--- src/rtl/fetch_queue.sv ---
`default_nettype none
// ============================================================================
//  Module      : fetch_queue
//  Description : Instruction prefetch buffer between fetch and decode. Holds
//                up to DEPTH {instruction, PC+4} pairs in a circular array,
//                presents the oldest pair to decode through a valid/ready
//                handshake, stalls the PC when full, is emptied by a taken
//                branch, and shows an all-zero NOP bubble while empty.
//  Revision    : 1.0 - initial release
// ============================================================================
module fetch_queue #(
    parameter int DEPTH = 4,
    parameter int WIDTH = 32
) (
    input  logic                     CLK,
    input  logic                     RST,
    input  logic [WIDTH-1:0]         Instr_in,
    input  logic [WIDTH-1:0]         PC_plus4_in,
    input  logic                     Fetch_Valid,
    input  logic                     Flush,
    input  logic                     Dec_Ready,
    output logic                     PC_EN,
    output logic                     Dec_Valid,
    output logic [WIDTH-1:0]         Instr_out,
    output logic [WIDTH-1:0]         PC_plus4_out,
    output logic [$clog2(DEPTH):0]   Count
);

    localparam int AW = $clog2(DEPTH);
    localparam int CW = AW + 1;

    localparam logic [CW-1:0] C_FULL_CNT = CW'(DEPTH);
    localparam logic [CW-1:0] C_CNT_ONE  = CW'(1);
    localparam logic [AW-1:0] C_PTR_ONE  = AW'(1);

    // Storage array; contents after reset are don't-care, so it has no reset.
    logic [WIDTH-1:0] instr_mem_q [DEPTH];
    logic [WIDTH-1:0] pc_mem_q    [DEPTH];

    logic [AW-1:0] wr_ptr_q, wr_ptr_d;
    logic [AW-1:0] rd_ptr_q, rd_ptr_d;
    logic [CW-1:0] count_q,  count_d;

    logic full;
    logic empty;
    logic push;
    logic pop;
    logic mem_we;

    // Status flags come only from the registered occupancy, never from inputs.
    always_comb begin
        full  = (count_q == C_FULL_CNT);
        empty = (count_q == '0);
        push  = Fetch_Valid && !full;
        pop   = !empty && Dec_Ready;
    end

    // Next-state for pointers and occupancy: flush beats push/pop.
    always_comb begin
        wr_ptr_d = wr_ptr_q;
        rd_ptr_d = rd_ptr_q;
        count_d  = count_q;
        mem_we   = 1'b0;
        if (Flush) begin
            wr_ptr_d = '0;
            rd_ptr_d = '0;
            count_d  = '0;
        end else begin
            if (push) begin
                mem_we   = 1'b1;
                wr_ptr_d = wr_ptr_q + C_PTR_ONE;
            end
            if (pop) begin
                rd_ptr_d = rd_ptr_q + C_PTR_ONE;
            end
            if (push && !pop) begin
                count_d = count_q + C_CNT_ONE;
            end else if (pop && !push) begin
                count_d = count_q - C_CNT_ONE;
            end
        end
    end

    // Pointer and occupancy registers; reset empties the queue at once.
    always_ff @(posedge CLK or negedge RST) begin
        if (!RST) begin
            wr_ptr_q <= '0;
            rd_ptr_q <= '0;
            count_q  <= '0;
        end else begin
            wr_ptr_q <= wr_ptr_d;
            rd_ptr_q <= rd_ptr_d;
            count_q  <= count_d;
        end
    end

    // Entry write at the write pointer when a push is accepted.
    always_ff @(posedge CLK) begin
        if (mem_we) begin
            instr_mem_q[wr_ptr_q] <= Instr_in;
            pc_mem_q[wr_ptr_q]    <= PC_plus4_in;
        end
    end

    // Head presentation; an empty queue shows zeros so decode sees a NOP.
    always_comb begin
        PC_EN        = !full;
        Dec_Valid    = !empty;
        Count        = count_q;
        Instr_out    = '0;
        PC_plus4_out = '0;
        if (!empty) begin
            Instr_out    = instr_mem_q[rd_ptr_q];
            PC_plus4_out = pc_mem_q[rd_ptr_q];
        end
    end

endmodule
`default_nettype wire

--- config.mk ---
export PLATFORM = sky130hd
export DESIGN_NAME = fetch_queue
export DESIGN_NICKNAME = d
export VERILOG_FILES = /design/src/rtl/fetch_queue.sv
export SDC_FILE = /design/constraint.sdc
export NUM_CORES = 1
export LEC_CHECK = 0
export ABC_AREA = 1
export BUFFER_PORTS_ARGS = -buffer_cell sky130_fd_sc_hd__clkbuf_2
export CAP_MARGIN = 20
export CORE_MARGIN = 3
export CORE_UTILIZATION = 55
export CTS_CLUSTER_DIAMETER = 40
export DETAILED_ROUTE_END_ITERATION = 7
export PLACE_DENSITY = 0.73
export SLEW_MARGIN = 25
export SYNTH_ARGS = -nofsm -noshare
export SYNTH_HDL_FRONTEND = slang
export SYNTH_SLANG_ARGS = --single-unit
--- constraint.sdc ---
create_clock -name CLK -period 8.2 [get_ports CLK]
set_clock_uncertainty 0.2 [all_clocks]
set_input_delay 1.64 -clock CLK [delete_from_list [all_inputs] [get_ports CLK]]
set_output_delay 1.64 -clock CLK [all_outputs]
set_load 0.01 [all_outputs]
==> impl_summary.md, run 1 <==
Status
The flow ran to the end, and the final reports show no timing, DRC or antenna violations.

Synth
The Yosys step of the flow raised 0 warnings. The fraction of synthesized cell area in xor and xnor cells is less than 1%. The distinct cell type count of the synthesized netlist is 19. After Yosys synthesis, and, or, nand and nor cells account for about a tenth of the synthesized area. The number of storage elements in the synthesis netlist is 263. The portion of the post-synthesis area used by sequential elements is 75.9%. Synthesis handed over a netlist of 820 instances. The area share of fa/ha/maj cells after synthesis is less than 1%.

When the netlist entered floorplanning its net count stood at 894. The average instance in the mapped netlist occupies 12.6 sq um. The multiplexer fraction of the synthesized cell area is 0%. The largest family of logic cells by synthesized area is simple AND/OR/NAND/NOR gates.

Summing the areas of all compound-gate instances in the mapped netlist gives 9.57% of the synthesized area. The combined area of all synthesized cells is just over 10000 sq um.

Pwr
The power density over cell area is about 300 nW/um^2. The peak supply drop is roughly 0.21 mV. The static leakage power is 0.00444 uW. The total power is around 3700 uW.

Timing
Setup repair after global routing left no endpoint under its margin. The actual transition at the worst max-transition pin is 0.980 ns. The final-report hold violation count is 0. Final hold analysis gives a worst-case slack of 0.423 ns.

The shortest clock period the worst path allows after layout is 5.14 ns. The timing-limited maximum frequency is 195 MHz. The setup TNS is 0 ns. The post-route clock period utilization is 62.7%. The number of pins with negative max-slew slack in the final report is 0. Setup violations remaining at the end of the flow were counted as 0. The worst pin sits at a relative slew slack of between 30% and 40%.

Global routing
Summed over all layers, the global routing overflow is 0. The most crowded layer after global routing is met2. Global routing consumed, over all layers together, approximately a fifth of the routing resources. The initial antenna violation count is 0. The global routing usage on met1 is between 20% and 30%. The largest net degree at the start of global routing is 84.

The first global-routing pass estimated 32.8 mm of wire. The met3 demand-to-capacity share in global routing is 3.92%. The number of global-route vias before repair is 6347. The met2 usage in global routing is 34.6%.

Clocking
The number of buffers added for setup after CTS is 0. The H-tree depth is 1. The tree is rooted in a sky130_fd_sc_hd__clkbuf_16. The longest clock path from root to sink contains 3 buffers.

The clock latency on the worst-skew pair is 0.53 ns. For this design, the sink count on the clock tree is 263. The clock-pin slew on the worst setup and hold paths is 0.06 ns. Once the clock tree was built, the resizer swapped 0 gates to a different size. The total of hold buffers inserted after clock tree synthesis is 0.

The number of CTS-inserted buffers is 30. The TritonCTS clock tree is built.

Place
The total placed instance area is roughly 11000 sq um. The placed instance count is 1146. After legalization and detailed placement, the total HPWL measured 11.5 mm. Port buffering added 137 buffers. At the end of routability-driven placement, the weighted congestion stood at 0.803.

Layout
The ratio of cells with drive above 1 in the final layout is 20.9%. The number of nets in the final layout is 1023. With fillers left out, the area of the finished cells amounts to 12200 sq um. For this run, the number of standard cells in the final layout without fillers is 1202. The area growth from synthesis to layout is 17.5%.

Fill cells in the final layout number 1343. The repair_antennas step left the layout with diodes totalling 0.

Die
The full die area is 20500 sq um. In this run the count of I/O pins placed on the die edge is 138. The overall die height is 143 um. The initial utilization of the core area, before any placement, comes to roughly 57%. The floorplan step set the die width to 143 um. The core region is 18200 sq um. The floorplan has 49 rows.

Setup path
The kind of cell adding the most delay to the critical path is buffers and inverters. The startpoint class of the critical path is a flop. The worst-path maximum fanout is 83. Traced cell by cell, the critical path runs through clkinv_2, buf_4, o21ai_0, a21oi_1, clkbuf_2. The data required time of the critical path is 6.36 ns. The nature of the critical path endpoint is a primary output. The signal arrival time at the worst endpoint is 3.30 ns. The setup path with the least slack is of type flop to primary output. The number of buffers and inverters on the critical path is 3. The largest stage delay on the critical path is 0.85 ns. On the critical path, the stage with the largest delay is an instance of sky130_fd_sc_hd__dfrtp_4.

Detailed routing
The final layout contains routed wiring with a total length of about 21 mm. The ratio of routed vias to standard cells is 5.55. In the final routed layout, each cell accounts on average for 17.9 um.

The detailed router finished its first iteration with 429 violations. The count of unresolved DRC violations after routing is 0. The detail route stage leaves a number of antenna-violating nets equal to 0.

The detailed router placed 6672 vias in this run. The number of detailed-route iterations in the first pass is 5.

Worst hold path
The min-delay analysis places its worst path in the category flop to flop.

Job
The number of max-capacitance violations reported is 0.
==> through the flow <==
stage	util [%]	setup slack [ns]
after floorplan	-	2.73
after global placement	61.3	3.72
after detailed placement	61.3	3.61
after CTS	66.8	3.03
after global routing	66.8	2.77
final	66.8	3.06
==> cell type report <==
cell class	instances	area [sq um]	area share (%)
Tap cell	229	287	2.36
Clock buffer	36	795	6.53
Clock inverter	20	208	1.71
Inverter	17	65.1	0.535
Timing Repair Buffer	146	753	6.19
Sequential cell	263	7870	64.7
Multi-Input combinational cell	491	2190	18.0
==> worst register-to-register path, cell delays in order, from the launching register on <==
cell                       delay (ns)
sky130_fd_sc_hd__dfrtp_4         0.85
sky130_fd_sc_hd__clkinv_2        0.72
sky130_fd_sc_hd__buf_4           0.55
sky130_fd_sc_hd__a21oi_1         0.31
==> path summary, 6_finish.rpt <==
kind	startpoint	end	slack (ns)	cells past startpoint
max reg2reg	rd_ptr_q[0]	rd_ptr_q[0]	5.50	3
max	rd_ptr_q[0]	PC_plus4_out[3]	3.06	5
max in group asynchronous	RST	rd_ptr_q[0]	6.85	1
min	Count[1]	Count[1]	0.42	2
min reg2reg	Count[1]	Count[1]	0.42	2
min in group asynchronous	RST	wr_ptr_q[1]	0.74	1
==> cells in the final DEF, fill, tap and decap left out, types with 5 or more instances in the layout <==
master	count
sky130_fd_sc_hd__clkbuf_2	137
sky130_fd_sc_hd__clkbuf_16	31
sky130_fd_sc_hd__edfxtp_1	256
sky130_fd_sc_hd__nand2_1	16
sky130_fd_sc_hd__o21ai_0	127
sky130_fd_sc_hd__buf_4	9
sky130_fd_sc_hd__clkinv_2	5
sky130_fd_sc_hd__inv_1	14
sky130_fd_sc_hd__clkbuf_1	5
sky130_fd_sc_hd__nand3_1	5
sky130_fd_sc_hd__a21oi_1	67
sky130_fd_sc_hd__nor2_1	259
sky130_fd_sc_hd__dfrtp_1	5
==> synth_stat cells, drive strengths merged <==
master / n / area share, %
nand4: 3 / 0.18
ha: 4 / 0.48
dfrtp: 7 / 1.7
buf: 37 / 2.2
inv: 17 / 0.62
o21ai: 131 / 6.3
nor2: 263 / 9.5
nand2: 16 / 0.58
clkbuf: 12 / 0.43
edfxtp: 256 / 74
a21oi: 67 / 3.2
fa: 1 / 0.19
xnor2: 1 / 0.085
nand3: 5 / 0.24
==> power breakdown <==
part	switching (uW)	internal (uW)	leakage, uW	total, uW
registers	44.6	1560	0.00241	1600
clock network	518	793	0.000484	1310
logic	559	266	0.00154	825
total	1120	2610	0.00444	3740
==> cell families after synthesis <==
family / Yosys count
xor+xnor: 1
flops: 263
buf+inv: 66
fa+ha+maj: 5
simple gates: 287
compound gates: 198
==> per-layer routing <==
metal / vias up / part of all wire, %
li1: 3169 / -
met1: 3250 / 41
met2: 211 / 50
met3: 42 / 6.5
met4: 0 / 2.3
met5: - / 0
==> registers in the layout, indices dropped and copies added (netlist names) <==
name and cells:
Count 3, instr_mem_q 128, pc_mem_q 128, rd_ptr_q 2, wr_ptr_q 2
Power figures use the tool's default switching activity.
==> inputs of run 2 (changes only) <==
Settings changed: CORE_UTILIZATION 55 to 52, PLACE_DENSITY 0.73 to 0.72.
Clock period 8.2 ns to 4.2 ns, I/O delays scaled along.
==> impl_summary.md, run 2 (synthesis results as in run 1) <==
Timing
The number of setup violations in the final report is 0. At the pin with the least slew margin, the transition time is roughly 0.78 ns. The worst hold-check slack is about 0.32 ns.

The worst path uses 79.8% of the clock period. Setup repair after global routing left no endpoint under its margin. The final-report hold violation count is 0. Headroom to the max-slew limit came out at ~48%. The smallest clock period supported by the final layout is computed as 3.35 ns. Based on the critical path, the design can be clocked at up to 298 MHz.

The number of pins with negative max-slew slack in the final report is 0.

Detailed routing
Before antenna repair, the detailed router went through 5 iterations. The count of unresolved DRC violations after routing is 0. The ratio of routed vias to standard cells is ~5.4. The count of nets left with antenna violations once routing finished came out at 0. Summed over all layers, the routed wires come to 22.2 mm. The first-iteration detailed-routing DRC count is a little over 500. The detailed router placed about 6700 vias in this run. The average routed wire per standard cell is 18.0 um.

Place
The final RePlAce weighted congestion is 0.768. The total placed instance area is roughly 11000 sq um. The placed wire-length estimate after detailed placement is ~12 mm. The number of input and output port buffers inserted is 137.

Clocking
The count of cells resized by post-cts repair is 0. In this run the number of H-tree levels came out at 1. The tree is rooted in a sky130_fd_sc_hd__clkbuf_16. The maximum buffer depth of the clock tree is 3. For this design, the sink count on the clock tree is between 200 and 300. TritonCTS built the clock tree.

The clock latency on the worst-skew pair is 0.53 ns. The number of CTS-inserted buffers is 31. The number of hold buffers added after CTS was 1. The clock-pin slew on the worst setup and hold paths is 0.06 ns.

Post-CTS timing repair inserted 0 buffers for setup.

Global routing
The initial antenna violation count came to 1. The largest net degree at the start of global routing is 130. Global routing finished with a remaining overflow of 0. The number of global-route vias before repair is 6433. The first global-routing pass estimated 34.8 mm of wire.

In the global route stage, overall resource usage came out at 20.2%.

Worst hold path
The worst hold path belongs to the class primary input to flop. The number of stages on the worst hold path is 1.

Layout
The repair_antennas step left the layout with diodes totalling 0. Leaving out fill and tap cells, the most frequent cell in the layout is sky130_fd_sc_hd__nor2_1. The cell area after layout is 12400 sq um. At the end of the flow, the number of nets in the layout was 1030. The area growth from synthesis to layout is 19.7%.

Counting the fill cells in the layout gives 1445. Cells with a size suffix above 1 make up 21.1% of the layout. Summing all flip-flop and latch instances after layout gives 7870 sq um. The top cell types in the final layout, fill and taps aside, are 259 x sky130_fd_sc_hd__nor2_1, 256 x sky130_fd_sc_hd__edfxtp_1, 137 x sky130_fd_sc_hd__clkbuf_2. The area of combinational cells with multiple inputs is 2190 sq um.

Setup path
STA classifies the critical path startpoint as a flop. For the worst setup path, the data required time is between 3 and 4 ns. Measured in cells, the most critical reg-to-reg path has a length of 7.

The worst-path maximum fanout is 35. STA classifies the critical path endpoint as a primary output. The critical path is of the flop to primary output type. The signal arrival time at the worst endpoint is 2.31 ns.

Die
The floorplan step defined a die boundary enclosing 21600 sq um. Row generation in the floorplan step produced 50 rows. For this design the top-level I/O count stands at approximately 140.

The area of the placeable core is 19100 sq um. Once the floorplan was initialized, standard cells occupied ~54% of the core. The floorplan step set the die width to 147 um. The overall die height is 147 um.

Pwr
The static leakage power is 0.00451 uW. IR analysis of the VDD net gives a maximum drop of 0.425 mV. For this design the ratio of total power to cell area is 606 nW/um^2. The total power is approximately 7500 uW.

Job
Across the run, the number of max-cap violations was 0.

Status
The flow ran to the end, and the final reports show no timing, DRC or antenna violations.
-- run 2: final cells by class --
class / count / share of cell area [%]
clock buffers: 34 / 6.35
clock inverters: 20 / 2.17
well taps: 260 / 2.62
repair buffers: 152 / 7.17
inverters: 17 / 0.525
multi-input cells: 491 / 17.7
flip-flops and latches: 263 / 63.5
-- run 2: path summary, 6_finish.rpt --
kind                             start                 to  slack (ns)
max                        rd_ptr_q[1]      Instr_out[16]        0.85
min                        Instr_in[6]  instr_mem_q[0][6]        0.32
max reg2reg                   Count[0]  instr_mem_q[0][8]        1.69
min reg2reg                   Count[1]           Count[1]        0.39
max in group asynchronous          RST        rd_ptr_q[0]        3.09
min in group asynchronous          RST        rd_ptr_q[1]        0.50
-- run 2: per-layer routing --
metal	track usage, %	routed length, um
met5	0	13
met4	6.06	422
met3	4.07	1610
met2	34.5	11300
met1	26.5	8890
-- run 2: stage by stage --
step | setup TNS, ns | utilization, % | setup WS, ns | std cells
2_1_floorplan | -120.18 | - | -0.469 | 820
3_3_place_gp | 0 | 59.2 | 1.23 | 1182
3_5_place_dp | 0 | 59.2 | 1.21 | 1182
4_1_cts | 0 | 64.7 | 0.797 | 1237
5_1_grt | 0 | 64.7 | 0.699 | 1237
6_report | 0 | 64.7 | 0.847 | 1237
-- run 2: power breakdown --
group | switching (uW) | internal (uW)
clock network | 1000 | 1720
registers | 43.2 | 3040
logic | 1150 | 564
total | 2200 | 5320
-- run 2: critical path, stage by stage, from the launching register on --
cell                       delay (ns)
sky130_fd_sc_hd__dfrtp_2         0.41
sky130_fd_sc_hd__inv_2           0.54
sky130_fd_sc_hd__buf_4           0.38
sky130_fd_sc_hd__nor2_1          0.08
sky130_fd_sc_hd__o21ai_0         0.09
sky130_fd_sc_hd__a21oi_1         0.12
sky130_fd_sc_hd__clkbuf_2        0.15
==> inputs of run 3 (changes only) <==
Settings changed: ABC_AREA 1 to 0, CORE_UTILIZATION 52 to 55, PLACE_DENSITY 0.72 to 0.73.
Clock period 4.2 ns to 3.4 ns, I/O delays scaled along.
==> impl_summary.md, run 3 <==
Status
The run finished with clean final reports.

Layout
The finished cells cover roughly 12000 sq um. The area growth from synthesis to layout is 21.1%. 0 antenna diodes ended up in the layout. The top cell types in the final layout, fill and taps aside, are 256 x sky130_fd_sc_hd__edfxtp_1, 137 x sky130_fd_sc_hd__clkbuf_2, 64 x sky130_fd_sc_hd__mux4_2, 64 x sky130_fd_sc_hd__and2_1, 35 x sky130_fd_sc_hd__clkbuf_16. The most common cell after layout, fill and taps aside is sky130_fd_sc_hd__edfxtp_1. Of the cells placed in the final design, the portion with a size suffix greater than 1 is 42.6%. The number of nets in the final layout is 702. Cells fill 68.4% of the core in the end.

Clocking
The clock passes through at most 3 buffers. In this run the clock root is driven by a sky130_fd_sc_hd__clkbuf_16. After clock tree synthesis, the setup repair step added 0 buffers. The number of CTS-inserted buffers is 34. The clock-pin slew on the worst setup and hold paths is 0.06 ns.

The CTS sink count is roughly 260. TritonCTS built the clock tree. At the later pin of the worst-skew pair, clock insertion delay measures 0.49 ns. In this run the number of H-tree levels came out at 2.

Setup path
The worst setup path is launched from a flop. The worst-path maximum fanout is 22. The worst reg-to-reg path cell count is 7.

For the worst setup path, the data required time is 2.52 ns. The largest stage delay on the critical path is 0.66 ns. The signal arrival time at the worst endpoint is around 2.2 ns.

The worst setup path is of the flop to primary output kind. The kind of cell adding the most delay to the critical path is flip-flops. The signal on the critical path passes through buf_4, mux4_2, and2_1, clkbuf_2. The slowest library cell on the worst path is sky130_fd_sc_hd__dfrtp_4. The total stage count of the critical path is 4. Counting both buffers and inverters, the worst setup path holds a total of 2.

The nature of the critical path endpoint is a primary output.

Synth
Counting flops with an async set or reset pin after synthesis yields a share of 2.66%. The number of nets in the synthesized netlist is about 540. By count the netlist is led by 256 x sky130_fd_sc_hd__edfxtp_1, 68 x sky130_fd_sc_hd__and2_1, 64 x sky130_fd_sc_hd__mux4_2.

Among all cell types in the netlist, the one instantiated most often is sky130_fd_sc_hd__edfxtp_1. The combined area of all synthesized cells is 10200 sq um. The distinct cell type count of the synthesized netlist is 31.

The most area-hungry cell type in the Yosys netlist is sky130_fd_sc_hd__edfxtp_1. In the post-synthesis netlist, the biggest area contributors are sky130_fd_sc_hd__edfxtp_1 75%, sky130_fd_sc_hd__mux4_2 14%, sky130_fd_sc_hd__and2_1 4.2%. Synthesis inferred 263 register bits. The most common flop cell mapped by yosys is sky130_fd_sc_hd__edfxtp_1. Summing the sequential cell areas from Yosys gives 77.0% of the chip area. The cell count after synthesis came out at about 470.

Yosys mapped a number of flops with a built-in enable equal to 256. The number of synthesis warnings is 0. The average cell area after synthesis is 21.9 sq um.

The top cell type's share of synthesized area is between 70% and 80%.

Global routing
The global-route total usage across every layer is 19.6%. The initial antenna violation count is 2. The largest net degree at the start of global routing is 66. Global routing consumed, on the met1 layer, 27.9% of the routing resources. The first global-routing pass estimated between 30 and 40 mm of wire. The met3 demand-to-capacity share in global routing is 4.97%. The most crowded layer after global routing is met2. The met2 usage in global routing is 31.0%.

The number of global-route vias before repair is 5473. For this run the aggregate overflow at the end of global routing stands at 0.

Timing
The actual transition at the worst max-transition pin is 0.649 ns. The final-report hold violation count came to 0. After layout, the worst path uses 89.2% of the clock period. The worst pin sits at a relative slew slack of 56.7%. The setup TNS is 0 ns. The number of setup violations in the final report is 0. Counting I/O delays and the setup requirement, the final critical path takes 3.03 ns. Setup repair after global routing left no endpoint under its margin. The number of pins with negative max-slew slack in the final report is 0. The timing-limited maximum frequency is 330 MHz. In the post-route analysis, the smallest setup slack over all paths is 0.369 ns.

Detailed routing
In this run, the number of DRC markers left after iteration 0 of detailed routing was 294. The first TritonRoute pass finished after 4 iterations. The ratio of routed vias to standard cells is 5.72.

The detailed-route via count is 5043. Summed over all layers, the routed wires come to 19.1 mm. After detailed routing, the number of remaining DRC violations is 0. In this run the remaining antenna-violating nets after routing total 0.

The average routed wire per standard cell is 21.6 um.

Die
The area of the placeable core is 18100 sq um. For this configuration, the core starts out at a cell density of 56.4%. The horizontal die dimension is 142 um. The number of ports placed on the die boundary is 138. The die covers 20200 sq um.

The standard-cell row count is 49. The die is about 140 um tall.

Place
The number of input and output port buffers inserted is around 140. The wire-length estimate of the detail-placed layout is 11.3 mm. At the end of routability-driven placement, the weighted congestion stood at 0.833.

The total placed instance area is around 11000 sq um. The worst setup slack before clock tree synthesis is 0.528 ns.

Pwr
For this design the ratio of total power to cell area is around 770 nW/um^2. The static leakage power is 0.00429 uW. The total power is ~9500 uW. The peak supply drop is 0.839 mV.

Worst hold path
The worst min-delay path category is primary input to flop. Counting instances, the worst hold path has a depth of 1.

Job
The number of max-capacitance violations reported is 0.
-- run 3: cell count changes after synthesis, sizes merged, moves of 3 or more --
cell	before	now
a21oi	67	2
nor2	263	9
and2	0	68
o21ai	131	2
inv	17	6
mux4	0	64
nand2	16	0
nand4	3	0
nand3	5	2
buf	37	16
-- run 3: per-layer routing --
layer  vias up  wire length, um
li1       2223                -
met1      2629             8080
met2       156             9470
met3        31             1170
met4         4              351
met5         -               20
-- run 3: cells by family after synthesis --
kind of cell | synth area share [%]
buffers and inverters | 1.69
DFF | 77.0
xor gates and xnor gates | 0.172
muxes | 14.5
adders and majority gates | 0.686
AOI/OAI and AO/OA | 0.809
and+or+nand+nor | 5.09
-- run 3: worst paths after layout --
path,start,to,slack [ns]
max reg2reg,Count[2],Count[2],0.60
max in group asynchronous,RST,rd_ptr_q[1],2.44
min,Instr_in[28],instr_mem_q[0][28],0.20
max,rd_ptr_q[1],Instr_out[9],0.37
min reg2reg,wr_ptr_q[0],wr_ptr_q[0],0.41
min in group asynchronous,RST,rd_ptr_q[0],0.37
-- run 3: what timing repair did --
action | 4_1_cts | 5_1_grt
resized for setup | 1 | 0
endpoints found under the hold margin | 7 | 0
setup endpoints to repair | 1 | 0
hold buffers | 1 | 0
-- run 3: power by group --
part           total, uW  internal, uW  leakage, uW  switching, uW
Sequential          3830          3740      0.00241           96.6
Combinational       2250          1090      0.00135           1160
Clock               3430          2130     0.000527           1300
Total               9520          6960      0.00429           2560
-- run 3: layout make-up --
cell class,count,area [sq um]
Fill cell,1152,5720
Clock buffer,37,883
Clock inverter,24,234
Multi-Input combinational cell,172,2190
Inverter,6,22.5
Tap cell,229,287
Sequential cell,263,7870
Timing Repair Buffer,151,881
-- run 3: per-stage QoR --
step                hold WS [ns]  cells
detailed placement         0.327    820
global route               0.194    882
floorplan                  0.184    467
CTS                        0.184    882
finish                     0.203    882
global placement           0.323    820
